$ cat src/rtl/car_cmd_rx.sv
// UART 8N1 command receiver driving two motor direction codes, with a no-command watchdog stop.
// Latency: outputs update on the edge after the stop-bit sample; no backpressure (rx is free-running).
module car_cmd_rx #(
  parameter int unsigned CLKS_PER_BIT = 10417,
  parameter int unsigned TIMEOUT_CYC  = 50_000_000
) (
  input  logic       clk,
  input  logic       rst,
  input  logic       rx,
  output logic [1:0] dir_l,
  output logic [1:0] dir_r,
  output logic       cmd_valid,
  output logic       cmd_err,
  output logic       frame_err,
  output logic       timeout
);
  typedef enum logic [1:0] {IDLE, START, DATA, STOP} state_t;

  localparam logic [15:0] HALF_BIT = 16'(CLKS_PER_BIT / 2);
  localparam logic [15:0] LAST_BIT = 16'(CLKS_PER_BIT - 1);
  localparam logic [31:0] WD_LAST  = 32'(TIMEOUT_CYC - 1);

  state_t      state_q;
  logic        rx_meta_q, rx_sync_q;
  logic [15:0] cnt_q;
  logic [2:0]  bit_idx_q;
  logic [7:0]  shift_q;
  logic [31:0] wd_q;
  logic [1:0]  dir_l_q, dir_r_q;
  logic        cmd_valid_q, cmd_err_q, frame_err_q, timeout_q;

  logic        legal_d;
  logic [1:0]  dec_l_d, dec_r_d;
  logic        stop_tick, accept;

  always_comb begin
    legal_d = (shift_q[7:4] == 4'hA);
    dec_l_d = 2'b00;
    dec_r_d = 2'b00;
    case (shift_q[3:0])
      4'b0000: ;
      4'b1000: begin dec_l_d = 2'b10; dec_r_d = 2'b10; end
      4'b0100: begin dec_l_d = 2'b01; dec_r_d = 2'b01; end
      4'b0001: begin dec_l_d = 2'b10; dec_r_d = 2'b01; end
      4'b0010: begin dec_l_d = 2'b01; dec_r_d = 2'b10; end
      4'b1001: begin dec_l_d = 2'b10; dec_r_d = 2'b00; end
      4'b1010: begin dec_l_d = 2'b00; dec_r_d = 2'b10; end
      4'b0101: begin dec_l_d = 2'b01; dec_r_d = 2'b00; end
      4'b0110: begin dec_l_d = 2'b00; dec_r_d = 2'b01; end
      default: legal_d = 1'b0;
    endcase
  end

  assign stop_tick = (state_q == STOP) && (cnt_q == LAST_BIT);
  assign accept    = stop_tick && rx_sync_q && legal_d;

  always_ff @(posedge clk) begin
    if (rst) begin
      state_q     <= IDLE;
      rx_meta_q   <= 1'b1;
      rx_sync_q   <= 1'b1;
      cnt_q       <= '0;
      bit_idx_q   <= '0;
      shift_q     <= '0;
      wd_q        <= '0;
      dir_l_q     <= 2'b00;
      dir_r_q     <= 2'b00;
      cmd_valid_q <= 1'b0;
      cmd_err_q   <= 1'b0;
      frame_err_q <= 1'b0;
      timeout_q   <= 1'b0;
    end else begin
      rx_meta_q   <= rx;
      rx_sync_q   <= rx_meta_q;
      cmd_valid_q <= 1'b0;
      cmd_err_q   <= 1'b0;
      frame_err_q <= 1'b0;
      case (state_q)
        IDLE: if (!rx_sync_q) begin
          state_q <= START;
          cnt_q   <= '0;
        end
        START: if (cnt_q == HALF_BIT) begin
          cnt_q     <= '0;
          bit_idx_q <= '0;
          state_q   <= rx_sync_q ? IDLE : DATA;
        end else begin
          cnt_q <= cnt_q + 16'd1;
        end
        DATA: if (cnt_q == LAST_BIT) begin
          cnt_q     <= '0;
          shift_q   <= {rx_sync_q, shift_q[7:1]};
          bit_idx_q <= bit_idx_q + 3'd1;
          if (bit_idx_q == 3'd7) state_q <= STOP;
        end else begin
          cnt_q <= cnt_q + 16'd1;
        end
        STOP: if (cnt_q == LAST_BIT) begin
          cnt_q   <= '0;
          state_q <= IDLE;
          if (!rx_sync_q)   frame_err_q <= 1'b1;
          else if (legal_d) cmd_valid_q <= 1'b1;
          else              cmd_err_q   <= 1'b1;
        end else begin
          cnt_q <= cnt_q + 16'd1;
        end
      endcase
      // An accepted command outranks a watchdog expiry on the same edge.
      if (accept) begin
        dir_l_q   <= dec_l_d;
        dir_r_q   <= dec_r_d;
        wd_q      <= '0;
        timeout_q <= 1'b0;
      end else if (!timeout_q) begin
        if (wd_q == WD_LAST) begin
          timeout_q <= 1'b1;
          dir_l_q   <= 2'b00;
          dir_r_q   <= 2'b00;
        end else begin
          wd_q <= wd_q + 32'd1;
        end
      end
    end
  end

  assign dir_l     = dir_l_q;
  assign dir_r     = dir_r_q;
  assign cmd_valid = cmd_valid_q;
  assign cmd_err   = cmd_err_q;
  assign frame_err = frame_err_q;
  assign timeout   = timeout_q;
endmodule
$ cat config.mk
export PLATFORM = sky130hd
export DESIGN_NAME = car_cmd_rx
export DESIGN_NICKNAME = d
export VERILOG_FILES = /design/src/rtl/car_cmd_rx.sv
export SDC_FILE = /design/constraint.sdc
export NUM_CORES = 1
export LEC_CHECK = 0
export CORE_MARGIN = 1.5
export CORE_UTILIZATION = 45
export CTS_CLUSTER_SIZE = 40
export DETAILED_ROUTE_END_ITERATION = 10
export HOLD_SLACK_MARGIN = 0.15
export PLACE_DENSITY = 0.68
export SETUP_SLACK_MARGIN = 0.05
export SYNTH_ARGS = -nofsm -noshare
export SYNTH_HDL_FRONTEND = slang
export SYNTH_SLANG_ARGS = --single-unit
$ cat constraint.sdc
create_clock -name clk -period 3.8 [get_ports clk]
set_clock_uncertainty 0.1 [all_clocks]
set_input_delay 0.38 -clock clk [delete_from_list [all_inputs] [get_ports clk]]
set_output_delay 0.38 -clock clk [all_outputs]
set_load 0.05 [all_outputs]
# Yosys cells after proc, flatten, opt, wreduce, memory -nomap -nowiden
# Cells that the tools add are included.
# word_totals
register_bits,71
# classes
add_sub_neg,3
n_eq_ne,22
n_mux,26
bitwise,5
n_reduce_logical,21
# op_table
cell,n
$mux W16,3
$pmux W16 S3,1
$add A32 B1 Y32 const B,1
$eq A32 B26 Y1 const B,1
$mux W2,10
$add A16 B1 Y16 const B,1
$eq A16 B13 Y1 const B,1
$eq A16 B14 Y1 const B,1
$eq A4 B4 Y1 const B,4
$reduce_or A3 Y1,5
$eq A4 B3 Y1 const B,3
$reduce_or A9 Y1,1
$ne A2 B2 Y1 const B,4
$pmux W2 S2,2
$pmux W2 S4,1
$mux W1,6
$mux W3,2
$pmux W3 S2,1
$reduce_and A2 Y1,3
$not A1 Y1,5
$reduce_and A5 Y1,1
$eq A2 B2 Y1 const B,2
$eq A4 B1 Y1 const B,1
$eq A4 B2 Y1 const B,1
11 further kinds,16

# Logic depth before layout (Yosys ltp)
# depth
word_depth,6
depth_mapped,9
mapped_depth_nobuf,7

# Worst setup path before layout
# OpenSTA, ideal clock, no wires.
# synth_path
kind,reg-to-reg
startpoint,"register timeout_q, in the netlist timeout"
endpoint,register wd_q[30]
t_arrival_ps,1940
required_ps,3640
setup_slack_ps,1700
stages_incl_launch_ff,6
path_buffers,0
period_less_slack_ps,2100
path_cell_list,dfxtp_1 -> nand3b_1 -> nor4_4 -> nand4_2 -> or4_1 -> nand2_1
# synth_between
elab_chain_cells,2
# synth_lines
item,line,source
from (decl),30,"logic cmd_valid_q, cmd_err_q, frame_err_q, timeout_q;"
from (signal assigned),71,timeout_q <= 1'b0;
from (signal assigned),113,timeout_q <= 1'b0;
from (signal assigned),116,timeout_q <= 1'b1;
$not A1 Y1 (no source line),--,
$reduce_and A2 Y1 (no source line),--,
to (signal assigned),120,wd_q <= wd_q + 32'd1;
to (decl),28,logic [31:0] wd_q;
# No other way between the ends.
# A chain may end at the register's enable or synchronous reset.

# Worst setup path in the final report
# layout_path
startpoint,register cnt_q[0]
endpoint,"register dir_l_q[1], in the netlist dir_l[1]"
# layout_between
elab_chain_cells,6
# layout_lines
item,line,source
from (decl),25,logic [15:0] cnt_q;
from (signal assigned),88,cnt_q <= cnt_q + 16'd1;
from (signal assigned),96,cnt_q <= cnt_q + 16'd1;
from (signal assigned),105,cnt_q <= cnt_q + 16'd1;
$eq A16 B14 Y1 (*),54,assign stop_tick = (state_q == STOP) && (cnt_q == LAST_BIT);
$logic_and A1 B1 Y1 (*),54,
$logic_and A1 B1 Y1 (*) (2 in a row),55,assign accept = stop_tick && rx_sync_q && legal_d;
$ne A2 B1 Y1 (no source line) / $reduce_bool A2 Y1 (equally long branches),--,
$reduce_and A2 Y1 (no source line),--,
to (signal assigned),110,dir_l_q <= dec_l_d;
to (decl),29,"logic [1:0] dir_l_q, dir_r_q;"
# Mark *: on every way between the ends. The rest lies on a longest branch, timed or not.

==> flow_metrics.py <==
metrics = {
    "layout": {
        "antenna_cells": 0,
        "fin_util": 0.5238,
        "syn_to_final_growth_pct": 11.80,
        "drive_gt1_frac": 0.09091,
        "layout_common_cells": "dfxtp_1, nor2_1, nand3_1, nand2_1, xor2_1",
        "final_cell_area_sq_um": 3840,
        "layout.nets": 399,
        "layout_commonest_cell": "dfxtp_1",
    },
    "clocking": {
        "numCtsBuffers": 9,
        "clk_pin_slew_ns": 0.07,
        "cts_tree": "built",
        "clock_path_buffers": 2,
        "htree_levels": 3,
        "clkLatencyLatePin_ns": 0.35,
        "clockRootBuffer": "clkbuf_8",
        "hold_buffers": 0,
        "post_cts.repair.setup_buffers": 0,
        "clock_sinks": 71,
        "cts_resized": 0,
    },
    "critical_path": {
        "cp-start-kind": "register",
        "r2r_cells": 7,
        "criticalPathCategory": "reg -> reg",
        "critical_path_required_ns": 3.94,
        "r2r_setup_slack_ns": 1.26,
        "cp-startpoint": "cnt_q[0]",
        "rr_endpoint": "dir_l[1]",
        "cp_data_arrival_time_ns": 2.68,
        "r2r-start": "cnt_q[0]",
        "critPathCaptureType": "register",
        "path_max_fanout": 31,
        "cp-endpoint": "dir_l[1]",
    },
    "run_status": {
        "status": "finished clean",
    },
    "synthesis": {
        "ys.flop_type": "dfxtp_1",
        "ys.warnings.count": 0,
        "async_reset_ff_frac": 0,
        "ys_ff_latch": 71,
        "synth_enable_flop_cells": 0,
        "netlist_area_sq_um": 3435,
        "synthCells": 380,
        "syn-num-nets": 388,
        "ys_types": 57,
        "ys_seq_area_frac": 0.4138,
        "syn_area_per_cell_sq_um": 9.038,
    },
    "global_route": {
        "grt_pass1_vias": 2598,
        "grt_use_total": 0.1736,
        "grt_antenna_before_repair": 0,
        "grt_pass1_wl_um": 11740,
        "grt_max_degree": 32,
        "grt_overflow": 0,
    },
    "placed_design": {
        "placed_area_sq_um": 3608,
        "routabilityCongestion": 0.8527,
        "place_hpwl_um": 4674,
        "portBuffers": 10,
        "post-place-ws_ns": 1.255,
    },
    "sta": {
        "clock.fmax_ghz": 0.3935,
        "slew_violations": 0,
        "final-setup-viol-count": 0,
        "rsz0062_at_grt": "false",
        "max_slew.worst_pin.slew_ns": 0.8270,
        "relSlewSlack": 0.4461,
        "final_hold_viol_count": 0,
        "totalNegativeSetupSlack_ns": 0,
        "fin_crit_sh": 0.6688,
        "finalCriticalPeriod_ns": 2.542,
        "fin_ws_ns": 1.258,
    },
    "die": {
        "start_util": 0.4685,
        "fp-row-count": 31,
        "die_y_um": 90.37,
        "die_w_um": 90.37,
        "io_pins": 11,
        "coreArea_sq_um": 7331,
        "die-area_sq_um": 8166,
    },
    "drt": {
        "first_pass_iters": 4,
        "wirelength_um": 6802,
        "ant_nets": 0,
        "dr.first_iter.drc_count": 111,
        "viasPerCell": 5.671,
        "via_count": 2807,
        "wl_per_cell_um": 13.74,
        "drc_errors": 0,
    },
    "power_and_ir_drop": {
        "p_per_area_nw_per_um2": 389.1,
        "peakVddDrop_mv": 0.2920,
        "total_power_mw": 1.494,
        "leakage_nw": 1.321,
    },
    "worst_hold_path": {
        "hold_path_class": "reg -> reg",
        "holdCritStartpoint": "rx_meta_q",
    },
    "job": {
        "cap_viol_max_count": 0,
    },
}
[synth_stat cells, drive strengths merged (2+ instances only)]
library cell	instances	share of area
and2	3	0.0055
a21oi	19	0.029
a31oi	11	0.020
o21ai	8	0.012
or2b	2	0.0044
buf	7	0.015
xnor2	2	0.0051
o31ai	4	0.0087
or4	7	0.015
o21a	2	0.0044
a311oi	2	0.0051
xor2	19	0.048
or3	6	0.013
clkbuf	6	0.0066
and4	3	0.0080
nand3	24	0.035
nand4	17	0.037
nand2	24	0.026
and3	4	0.0073
nand4b	2	0.0051
nand3b	4	0.0087
or2	2	0.0036
nor4	9	0.031
o211ai	2	0.0044
inv	8	0.0087
o41ai	2	0.013
dfxtp	71	0.41
mux2i	11	0.032
nor2b	3	0.0055
ha	5	0.018
a22o	9	0.023
nand2b	4	0.0073
nor2	49	0.054
a22oi	4	0.0087
nor3	10	0.015
nand4bb	5	0.018
a21o	2	0.0044
[where the power goes]
part	switching (mW)	internal, mW
logic	0.0306	0.0169
registers	0.00777	0.749
clock network	0.286	0.404
[final cells by class]
class / instances / area [sq um]
well taps: 99 / 123.9
clock buffers: 11 / 151.4
repair buffers: 13 / 122.6
inverters: 8 / 30.03
clock inverters: 5 / 80.08
flip-flops and latches: 71 / 1421
multi-input cells: 288 / 1911
fillers: 693 / 3491
[state kept, by name, summed over array words and instances, names as in the netlist, 2 cells and up, named ones only]
register,count
wd_q,32
cnt_q,16
shift_q,8
dir_l,2
dir_r,2
bit_idx_q,3
[worst min-delay path by stage]
| stage | to | depth (start not counted) |
|---|---|---|
| 2_1_floorplan | rx_sync_q | 1 |
| 4_1_cts | rx_sync_q | 1 |
| 3_3_place_gp | rx_sync_q | 1 |
| 5_1_grt | rx_sync_q | 1 |
| 6_report | rx_sync_q | 1 |
| 3_5_place_dp | rx_sync_q | 1 |
[per-layer routing]
layer  global-route usage  wire length, um
met1               0.2236             3325
met2               0.2734             3130
met3              0.04377              188
met4              0.07804              158
met5                    0                0
[per-stage QoR]
step                hold slack, ns  std cells
CTS                         0.3155        495
global placement            0.2924        479
floorplan                   0.2895        380
detailed placement          0.2997        479
finish                      0.3107        495
global route                0.3316        495
[kinds of logic (layout without fill, tap and decap cells)]
family,Yosys count,after routing,share of synthesized area
flip-flops,71,71,0.4138
multiplexers,12,12,0.03534
AO/OA/AOI/OAI,69,69,0.1417
XOR/XNOR,21,21,0.05355
adder cells (fa/ha/maj),5,5,0.01821
buffers and inverters,21,37,0.02987
AND/OR/NAND/NOR,181,181,0.3075
[critical path: stages (launching register included)]
cell and delay, ns:
dfxtp_1 0.35, inv_1 0.07, ha_1 0.16, nand4bb_2 0.22, nor4_4 0.52, a31o_2 0.64
a21oi_2 0.12, a22o_1 0.26
Note: power is estimated with default switching activity, not from simulation.
